<file path="src/rtl/xgmii_pkg.sv">
// Shared XGMII character codes, checker FSM states and bad-frame reason codes.
`timescale 1ns/1ps
package xgmii_pkg;
  localparam logic [7:0] XGMII_START   = 8'hFB;
  localparam logic [7:0] XGMII_TERM    = 8'hFD;
  localparam logic [7:0] XGMII_IDLE    = 8'h07;
  localparam logic [7:0] XGMII_ERR     = 8'hFE;
  localparam logic [7:0] PREAMBLE_BYTE = 8'h55;
  localparam logic [7:0] SFD_BYTE      = 8'hD5;

  typedef enum logic [1:0] {
    ST_IDLE,
    ST_PRE_HI,
    ST_DATA,
    ST_DROP
  } rx_state_e;

  typedef enum logic [2:0] {
    ERR_NONE           = 3'd0,
    ERR_PREAMBLE       = 3'd1,
    ERR_CTRL_CHAR      = 3'd2,
    ERR_RUNT           = 3'd3,
    ERR_OVERSIZE       = 3'd4,
    ERR_START_IN_FRAME = 3'd5,
    ERR_BAD_TERM       = 3'd6
  } err_code_e;
endpackage

</file>
<file path="src/rtl/xgmii_term_decode.sv">
// Combinational classification of an XGMII word: terminate position/legality and error chars.
`timescale 1ns/1ps
module xgmii_term_decode
  import xgmii_pkg::*;
(
  input  logic [63:0] rxd,
  input  logic [7:0]  rxc,
  output logic        term_valid,
  output logic [2:0]  term_lane,
  output logic        term_malformed,
  output logic        has_err_char
);
  logic first_is_term;
  logic mask_ok;
  logic tail_idle;

  always_comb begin
    term_lane    = 3'd0;
    has_err_char = 1'b0;
    tail_idle    = 1'b1;
    // Descending scan so the lowest control lane wins.
    for (int n = 7; n >= 0; n--) begin
      if (rxc[n]) term_lane = 3'(n);
    end
    for (int n = 0; n < 8; n++) begin
      if (rxc[n] && (rxd[8*n +: 8] == XGMII_ERR)) has_err_char = 1'b1;
      if ((3'(n) > term_lane) && (rxd[8*n +: 8] != XGMII_IDLE)) tail_idle = 1'b0;
    end
    first_is_term  = (rxc != 8'h00) && (rxd[{term_lane, 3'b000} +: 8] == XGMII_TERM);
    mask_ok        = (rxc == (8'hFF << term_lane));
    term_valid     = first_is_term && mask_ok && tail_idle;
    term_malformed = first_is_term && !term_valid;
  end
endmodule

</file>
<file path="config.mk">
export PLATFORM = sky130hd
export DESIGN_NAME = xgmii_term_decode
export DESIGN_NICKNAME = d
export VERILOG_FILES = /design/src/rtl/xgmii_pkg.sv /design/src/rtl/xgmii_term_decode.sv
export SDC_FILE = /design/constraint.sdc
export NUM_CORES = 1
export LEC_CHECK = 0
export ABC_AREA = 1
export ABC_CLOCK_PERIOD_IN_PS = 2790
export BUFFER_PORTS_ARGS = -buffer_cell sky130_fd_sc_hd__buf_4
export CORE_MARGIN = 5
export CORE_UTILIZATION = 24
export DETAILED_ROUTE_END_ITERATION = 16
export GPL_TIMING_DRIVEN = 1
export PLACE_DENSITY = 0.59
export SLEW_MARGIN = 20
export SYNTH_ARGS = -nofsm -noshare
export SYNTH_HDL_FRONTEND = slang
export SYNTH_SLANG_ARGS = --single-unit
</file>
<file path="constraint.sdc">
create_clock -name vclk -period 2.79
set_clock_uncertainty 0.15 [all_clocks]
set_input_delay 0.4185 -clock vclk [all_inputs]
set_output_delay 0.4185 -clock vclk [all_outputs]
set_load 0.02 [all_outputs]
</file>
==> impl_metrics.yaml, run 1 <==
grt:
  grt_use_met2_pct: 24.2
  overflow: 0
  grt_max_degree: 9
  use_met1_pct: 17.7
  grt_util_met3_pct: 2.16
  antenna_found_initial: 0
  grt_pass1_vias: 1369
  top_usage_layer: "met2"
  grt_pass1_wl_um: 5810
  grt_usage_pct: 13.5
sta:
  grt_setup_unrepaired: "false"
  finalSetupViolations: 0
  setup_tns_ns: 0
  fin_crit_sh_pct: 86.3
  clock.fmax_mhz: 416
  period_minus_slack_ns: 2.41
  tightest_slew_ns: 0.456
  relSlewSlack_pct: 69.4
  slew_viol_final: 0
  hold_violations: 0
synth:
  avgSynthCellArea_um2: 4.73
  synthCells: 185
  yosysWarnings: 0
  ys_seq_area_share_pct: 0
  synth.net_count: 257
  synth.distinct_cells: 22
  synth_area_um2: 875
placed_design:
  gp_congestion: 0.861
  dpl.hpwl_um: 3280
  numPortBuffers: 78
detailed_routing:
  remaining_drc_errors: 0
  wire_per_inst_um: 11.5
  routed-via-count: 1432
  drt-total-wl_um: 3570
  firstDrtPassIters: 4
  drt_iter0_markers: 49
  drtAntennaViolNets: 0
  viasPerCell: 4.60
finish:
  antennaDiodeCount: 0
  area_growth_pct: 73.8
  seq_area_um2: 0
  clkbuf_count: 0
  seq_cell_count: 0
  postLayoutCoreUtil_pct: 42.2
  nets: 337
  layout-drive-gt1-share_pct: 39.9
worst_hold_path:
  hold_depth: 5
  min_path_type: "in -> out"
power_and_ir_drop:
  peakVddDrop_mv: 0.0596
  power.density_nw_per_um2: 119
  leakage_uw: 0.000804
worst_setup_path:
  endpoint_kind: "primary output"
  path_class: "in -> out"
  path_max_fanout: 5
  arrival_ns: 1.84
  start_kind: "input port"
  required_ns: 2.22
flow_run:
  maxCapViolations: 0
floorplanning:
  die_area_um2: 4950
  die_w_um: 70.4
  dieHeight_um: 70.4
  core_area_um2: 3610
  start_util_pct: 24.3
  ios: 78
  rows: 22
status:
  status: "finished, final reports clean"
clocking:
  ctsHoldBuffers: 0
  post-cts-setup-buffers: 0
  cts_resized: 0
## cell type report
type	count	area (µm²)
Fill cell	416	2090
Multi-Input combinational cell	158	773
Timing Repair Buffer	78	586
Inverter	27	101
Tap cell	48	60.1
## path summary, 6_finish.rpt
check,slack [ns],endpoint,start
setup / recovery,0.38,term_malformed,rxc[5]
hold / removal,1.14,term_lane[1],rxc[1]
## synthesized netlist by cell type
master / instances / area (µm²)
nand2_4: 2 / 22.5
a21oi_2: 1 / 8.76
a31oi_1: 1 / 6.26
inv_1: 17 / 63.8
inv_2: 10 / 37.5
nor4b_1: 1 / 8.76
nand4_1: 9 / 56.3
nand2_2: 9 / 56.3
a21oi_4: 1 / 16.3
nand3b_1: 1 / 7.51
nor3_1: 13 / 65.1
or3_1: 1 / 6.26
nor2_1: 23 / 86.3
o21ai_0: 5 / 25.0
o211ai_1: 1 / 7.51
nor2_2: 4 / 25.0
o41ai_1: 2 / 17.5
nor4_1: 4 / 25.0
nand3_1: 15 / 75.1
nand2_1: 58 / 218
nor3b_1: 2 / 15.0
a21oi_1: 5 / 25.0
## routing by layer
layer	share of wire, %	wire length, µm
met1	43	1550
met5	0	0
met2	48	1710
met3	8.8	313
met4	0	0
## power breakdown
group          switching, µW  total [µW]  leakage, µW  internal (µW)
Clock                      0           0            0              0
Combinational           86.1         181     0.000804           94.5
Sequential                 0           0            0              0
Total                   86.1         181     0.000804           94.5
## per-stage QoR
stage	instances	cell area (µm²)	power (µW)	hold slack (ns)	setup slack, ns
after floorplan	185	875	69.4	0.873	0.546
after global placement	311	1520	180	1.13	0.405
after detailed placement	311	1520	181	1.14	0.393
after CTS	311	1520	182	1.14	0.389
after global routing	311	1520	201	1.15	0.200
final	311	1520	181	1.14	0.383
## cell usage in the layout (no fill, tap or decap), drive strengths merged
cell,count
nor2,27
a21oi,7
o41ai,2
nand2,69
o211ai,1
nand3b,1
nor3b,2
or3,1
nand4,9
o21ai,5
inv,27
nor4b,1
buf,78
nor3,13
nand3,15
a31oi,1
nor4,4
## logic make-up after synthesis
group	synth area share, %
buffers and inverters	11.6
AND/OR/NAND/NOR	76.2
AO/OA/AOI/OAI	12.2
## worst max-delay path: stages
cell and delay (ns):
buf_4 0.13, nor2_2 0.13, nand2_2 0.10, a21oi_4 0.22
nand4_1 0.14, nand2_1 0.09, nand2_1 0.06, a21oi_2 0.11
nand2_1 0.07, nand2_2 0.05, nand2_1 0.06, nor2_1 0.10
buf_4 0.15
No activity file was read; power rests on OpenSTA's default activity.
==> run 2, diff against run 1 <==
Settings changed: BUFFER_PORTS_ARGS -buffer_cell sky130_fd_sc_hd__buf_4 to -buffer_cell sky130_fd_sc_hd__clkbuf_2, CAP_MARGIN set to 20.
==> run 2 against run 1 <==
  * Power down 17%
  * Global-route usage shrank 0.59 points
  * Largest power group unchanged
  * Critical path depth did not move
  * Largest cell class unchanged
  * Final area fell by 13%
==> impl_metrics.yaml, run 2 (synthesis results as in run 1) <==
status:
  status: "finished, final reports clean"
grt:
  grt_pass1_wl_um: 5620
  grt_pass1_vias: 1422
  overflow: 0
  antenna_found_initial: 0
  grt_max_degree: 9
  grt_usage_pct: 12.9
power_and_ir_drop:
  power.density_nw_per_um2: 113
  switching_share_pct: 57.1
  switching_power_uw: 85.8
  internal-power_uw: 64.6
  p_clk_share_pct: 0
  leakage_uw: 0.000753
  power.total_uw: 150
  peakVddDrop_mv: 0.0296
  power_frac_comb_pct: 100.0
  p_seq_share_pct: 0
worst_setup_path:
  endpoint_kind: "primary output"
  path_max_fanout: 5
  cp_slowest_cell: "a21oi_4"
  cp_cell_sequence: "clkbuf_2, nor2_2, nand2_2, a21oi_4, nand4_1, nand2_1, nand2_1, a21oi_2, nand2_1, nand2_2, nand2_1, nor2_1, clkbuf_2"
  required_ns: 2.22
  max_stage_delay_ns: 0.20
  start_kind: "input port"
  path_class: "in -> out"
  arrival_ns: 1.86
  crit_top_cell: "nand2_1"
floorplanning:
  ios: 78
  start_util_pct: 24.3
  die_w_um: 70.4
  dieHeight_um: 70.4
  die_area_um2: 4950
  core_area_um2: 3610
  rows: 22
sta:
  fin_crit_sh_pct: 87.0
  setup_tns_ns: 0
  clock.fmax_mhz: 412
  grt_setup_unrepaired: "false"
  finalSetupViolations: 0
  period_minus_slack_ns: 2.43
  relSlewSlack_pct: 70.6
  slew_viol_final: 0
  hold_violations: 0
  tightest_slew_ns: 0.437
finish:
  finalInstanceArea_um2: 1330
  area_growth_pct: 51.5
  nets: 337
  nFillCells: 424
  postLayoutCoreUtil_pct: 36.7
  most-common-layout-cells: "78 x clkbuf_2, 58 x nand2_1, 23 x nor2_1"
  seq_area_um2: 0
  final_common_cell: "clkbuf_2"
  seq_cell_count: 0
  layout.cells.non_filler: 311
  antennaDiodeCount: 0
  clkbuf_count: 0
  layout-drive-gt1-share_pct: 39.9
placed_design:
  gp_congestion: 0.879
  dpl.hpwl_um: 3110
  numPlacedInstances: 311
  place_area_um2: 1330
  numPortBuffers: 78
detailed_routing:
  drt-total-wl_um: 3380
  firstDrtPassIters: 4
  remaining_drc_errors: 0
  drt_iter0_markers: 29
  drtAntennaViolNets: 0
  wl_met2_um: 1540
  wire_per_inst_um: 10.9
  drt-met1-wl_um: 1490
  routed-via-count: 1444
  wl_met3_um: 303
  viasPerCell: 4.64
  top_layer: "met4"
clocking:
  ctsHoldBuffers: 0
  post-cts-setup-buffers: 0
  cts_resized: 0
flow_run:
  maxCapViolations: 0
worst_hold_path:
  min_path_type: "in -> out"
-- run 2: stage by stage --
| stage | hold slack [ns] | worst slack (ns) |
|---|---|---|
| 6_report | 1.14 | 0.362 |
| 5_1_grt | 1.16 | 0.165 |
| 4_1_cts | 1.14 | 0.346 |
| 3_5_place_dp | 1.14 | 0.354 |
| 3_3_place_gp | 1.14 | 0.366 |
| 2_1_floorplan | 0.873 | 0.546 |
-- run 2: final timing paths --
kind / from / slack [ns] / cells past startpoint / endpoint
min: rxc[1] / 1.14 / 5 / term_lane[1]
max: rxc[5] / 0.36 / 13 / term_malformed
-- run 2: routing by layer --
metal | track usage [%] | vias up
met5 | 0 | -
met4 | 1.28 | 0
met3 | 2.88 | 4
met2 | 23.7 | 57
met1 | 15.5 | 606
li1 | - | 777
-- run 2: final cells by class --
| class | instances | area [µm²] | share of cell area [%] |
|---|---|---|---|
| inverters | 27 | 101 | 7.65 |
| multi-input cells | 158 | 773 | 58.4 |
| repair buffers | 78 | 390 | 29.5 |
| well taps | 48 | 60.1 | 4.53 |
-- run 2: critical path, delay by kind of cell --
kind	cells	cell delay, ns
and+or+nand+nor	9	0.83
buffers and inverters	2	0.29
AOI/OAI and AO/OA	2	0.32
-- run 2: power by group through the flow --
stage | Clock (µW) | Combinational, µW | Sequential (µW)
after floorplan | 0 | 69.4 | 0
after global placement | 0 | 150 | 0
after detailed placement | 0 | 151 | 0
after CTS | 0 | 151 | 0
after global routing | 0 | 170 | 0
final | 0 | 150 | 0
==> run 3, diff against run 2 <==
Settings changed: PLACE_DENSITY 0.59 to 0.57, SKIP_LAST_GASP set to 1.
==> run 3 against run 2 <==
  * Combinational power about the same
  * Global-route usage fell by 0.15 points
  * Final cell count is the same
  * First-iteration DRC count decreased by 14%
  * Maximum frequency grew 2.1%
  * Via count is 1.2% higher
  * Routed wire length shrank 1.6%
  * Die area unchanged
  * Core utilization unchanged
  * Final area stayed put
  * Worst hold slack better by 0.0078 ns
  * Non-clock buffer count did not move
==> impl_metrics.yaml, run 3 (synthesis results as in run 1) <==
grt:
  overflow: 0
  grt_pass1_vias: 1399
  antenna_found_initial: 0
  grt_usage_pct: 12.7
  grt_pass1_wl_um: 5570
  grt_max_degree: 9
worst_setup_path:
  cp_slowest_cell: "a21oi_4"
  crit_buf_inv: 2
  critPathLaunch: "rxc[5]"
  cpLargestDelayFamily: "simple AND/OR/NAND/NOR gates"
  path_class: "in -> out"
  start_kind: "input port"
  required_ns: 2.22
  cp_cell_sequence: "clkbuf_2, nor2_2, nand2_2, a21oi_4, nand4_1, nand2_1, nand2_1, a21oi_2, nand2_1, nand2_2, nand2_1, nor2_1, clkbuf_2"
  arrival_ns: 1.81
  crit_top_cell: "nand2_1"
  endpoint_kind: "primary output"
  path_max_fanout: 5
  max_stage_delay_ns: 0.20
finish:
  layout-drive-gt1-share_pct: 39.9
  seq_cell_count: 0
  nets: 337
  layout.cells.non_filler: 311
  postLayoutCoreUtil_pct: 36.7
  antennaDiodeCount: 0
  area_growth_pct: 51.5
  clkbuf_count: 0
  nFillCells: 455
  most-common-layout-cells: "78 x clkbuf_2, 58 x nand2_1, 23 x nor2_1"
  seq_area_um2: 0
  final_common_cell: "clkbuf_2"
worst_hold_path:
  min_path_type: "in -> out"
  hold_end: "has_err_char"
  hold_depth: 5
  hold_start: "rxd[0]"
floorplanning:
  dieHeight_um: 70.4
  ios: 78
  core_area_um2: 3610
  die_w_um: 70.4
  rows: 22
  start_util_pct: 24.3
  die_area_um2: 4950
placed_design:
  dpl.hpwl_um: 3110
  pre_cts_slack_ns: 0.389
  numPlacedInstances: 311
  numPortBuffers: 78
  gp_congestion: 0.840
detailed_routing:
  drt-total-wl_um: 3320
  routed-via-count: 1462
  viasPerCell: 4.70
  drt_iter0_markers: 25
  drtAntennaViolNets: 0
  wire_per_inst_um: 10.7
  remaining_drc_errors: 0
  firstDrtPassIters: 4
sta:
  worst_slack_ns: 0.413
  setup_tns_ns: 0
  clock.fmax_mhz: 421
  fin_crit_sh_pct: 85.2
  grt_setup_unrepaired: "false"
  hold_violations: 0
  tightest_slew_ns: 0.461
  finalSetupViolations: 0
  slew_viol_final: 0
  relSlewSlack_pct: 69.0
  period_minus_slack_ns: 2.38
power_and_ir_drop:
  power.density_nw_per_um2: 113
  power.total_uw: 149
  leakage_uw: 0.000753
  peakVddDrop_mv: 0.0365
flow_run:
  maxCapViolations: 0
clocking:
  ctsHoldBuffers: 0
  post-cts-setup-buffers: 0
  cts_resized: 0
status:
  status: "finished, final reports clean"
## run 3: metal layers
metal | vias up | track usage, % | share of wire [%]
met5 | - | 0 | 0
li1 | 778 | - | -
met2 | 57 | 23.6 | 48
met3 | 2 | 3.17 | 8.9
met1 | 625 | 15.2 | 43
met4 | 0 | 0.851 | 0.42
## run 3: worst max path at each step
stage / to / slack [ns] / cells after the start
3_3_place_gp: term_valid / 0.39 / 13
5_1_grt: term_valid / 0.22 / 17
4_1_cts: term_valid / 0.38 / 13
2_1_floorplan: term_valid / 0.55 / 13
3_5_place_dp: term_valid / 0.39 / 13
6_report: term_valid / 0.41 / 13
## run 3: metrics by stage
step	area (µm²)	hold slack, ns
6_report	1330	1.14
5_1_grt	1330	1.18
2_1_floorplan	875	0.873
4_1_cts	1330	1.14
3_5_place_dp	1330	1.14
3_3_place_gp	1330	1.14
## run 3: area by class of cell
| class | count | area (µm²) | area share [%] |
|---|---|---|---|
| tap | 48 | 60.1 | 4.53 |
| multi-input combinational | 158 | 773 | 58.4 |
| inverter | 27 | 101 | 7.65 |
| timing repair buffer | 78 | 390 | 29.5 |
## run 3: report_power, final
| group | internal [µW] | leakage (µW) | switching, µW | total (µW) |
|---|---|---|---|---|
| logic | 64.5 | 0.000753 | 84.7 | 149 |
| registers | 0 | 0 | 0 | 0 |
| clock network | 0 | 0 | 0 | 0 |
| total | 64.5 | 0.000753 | 84.7 | 149 |
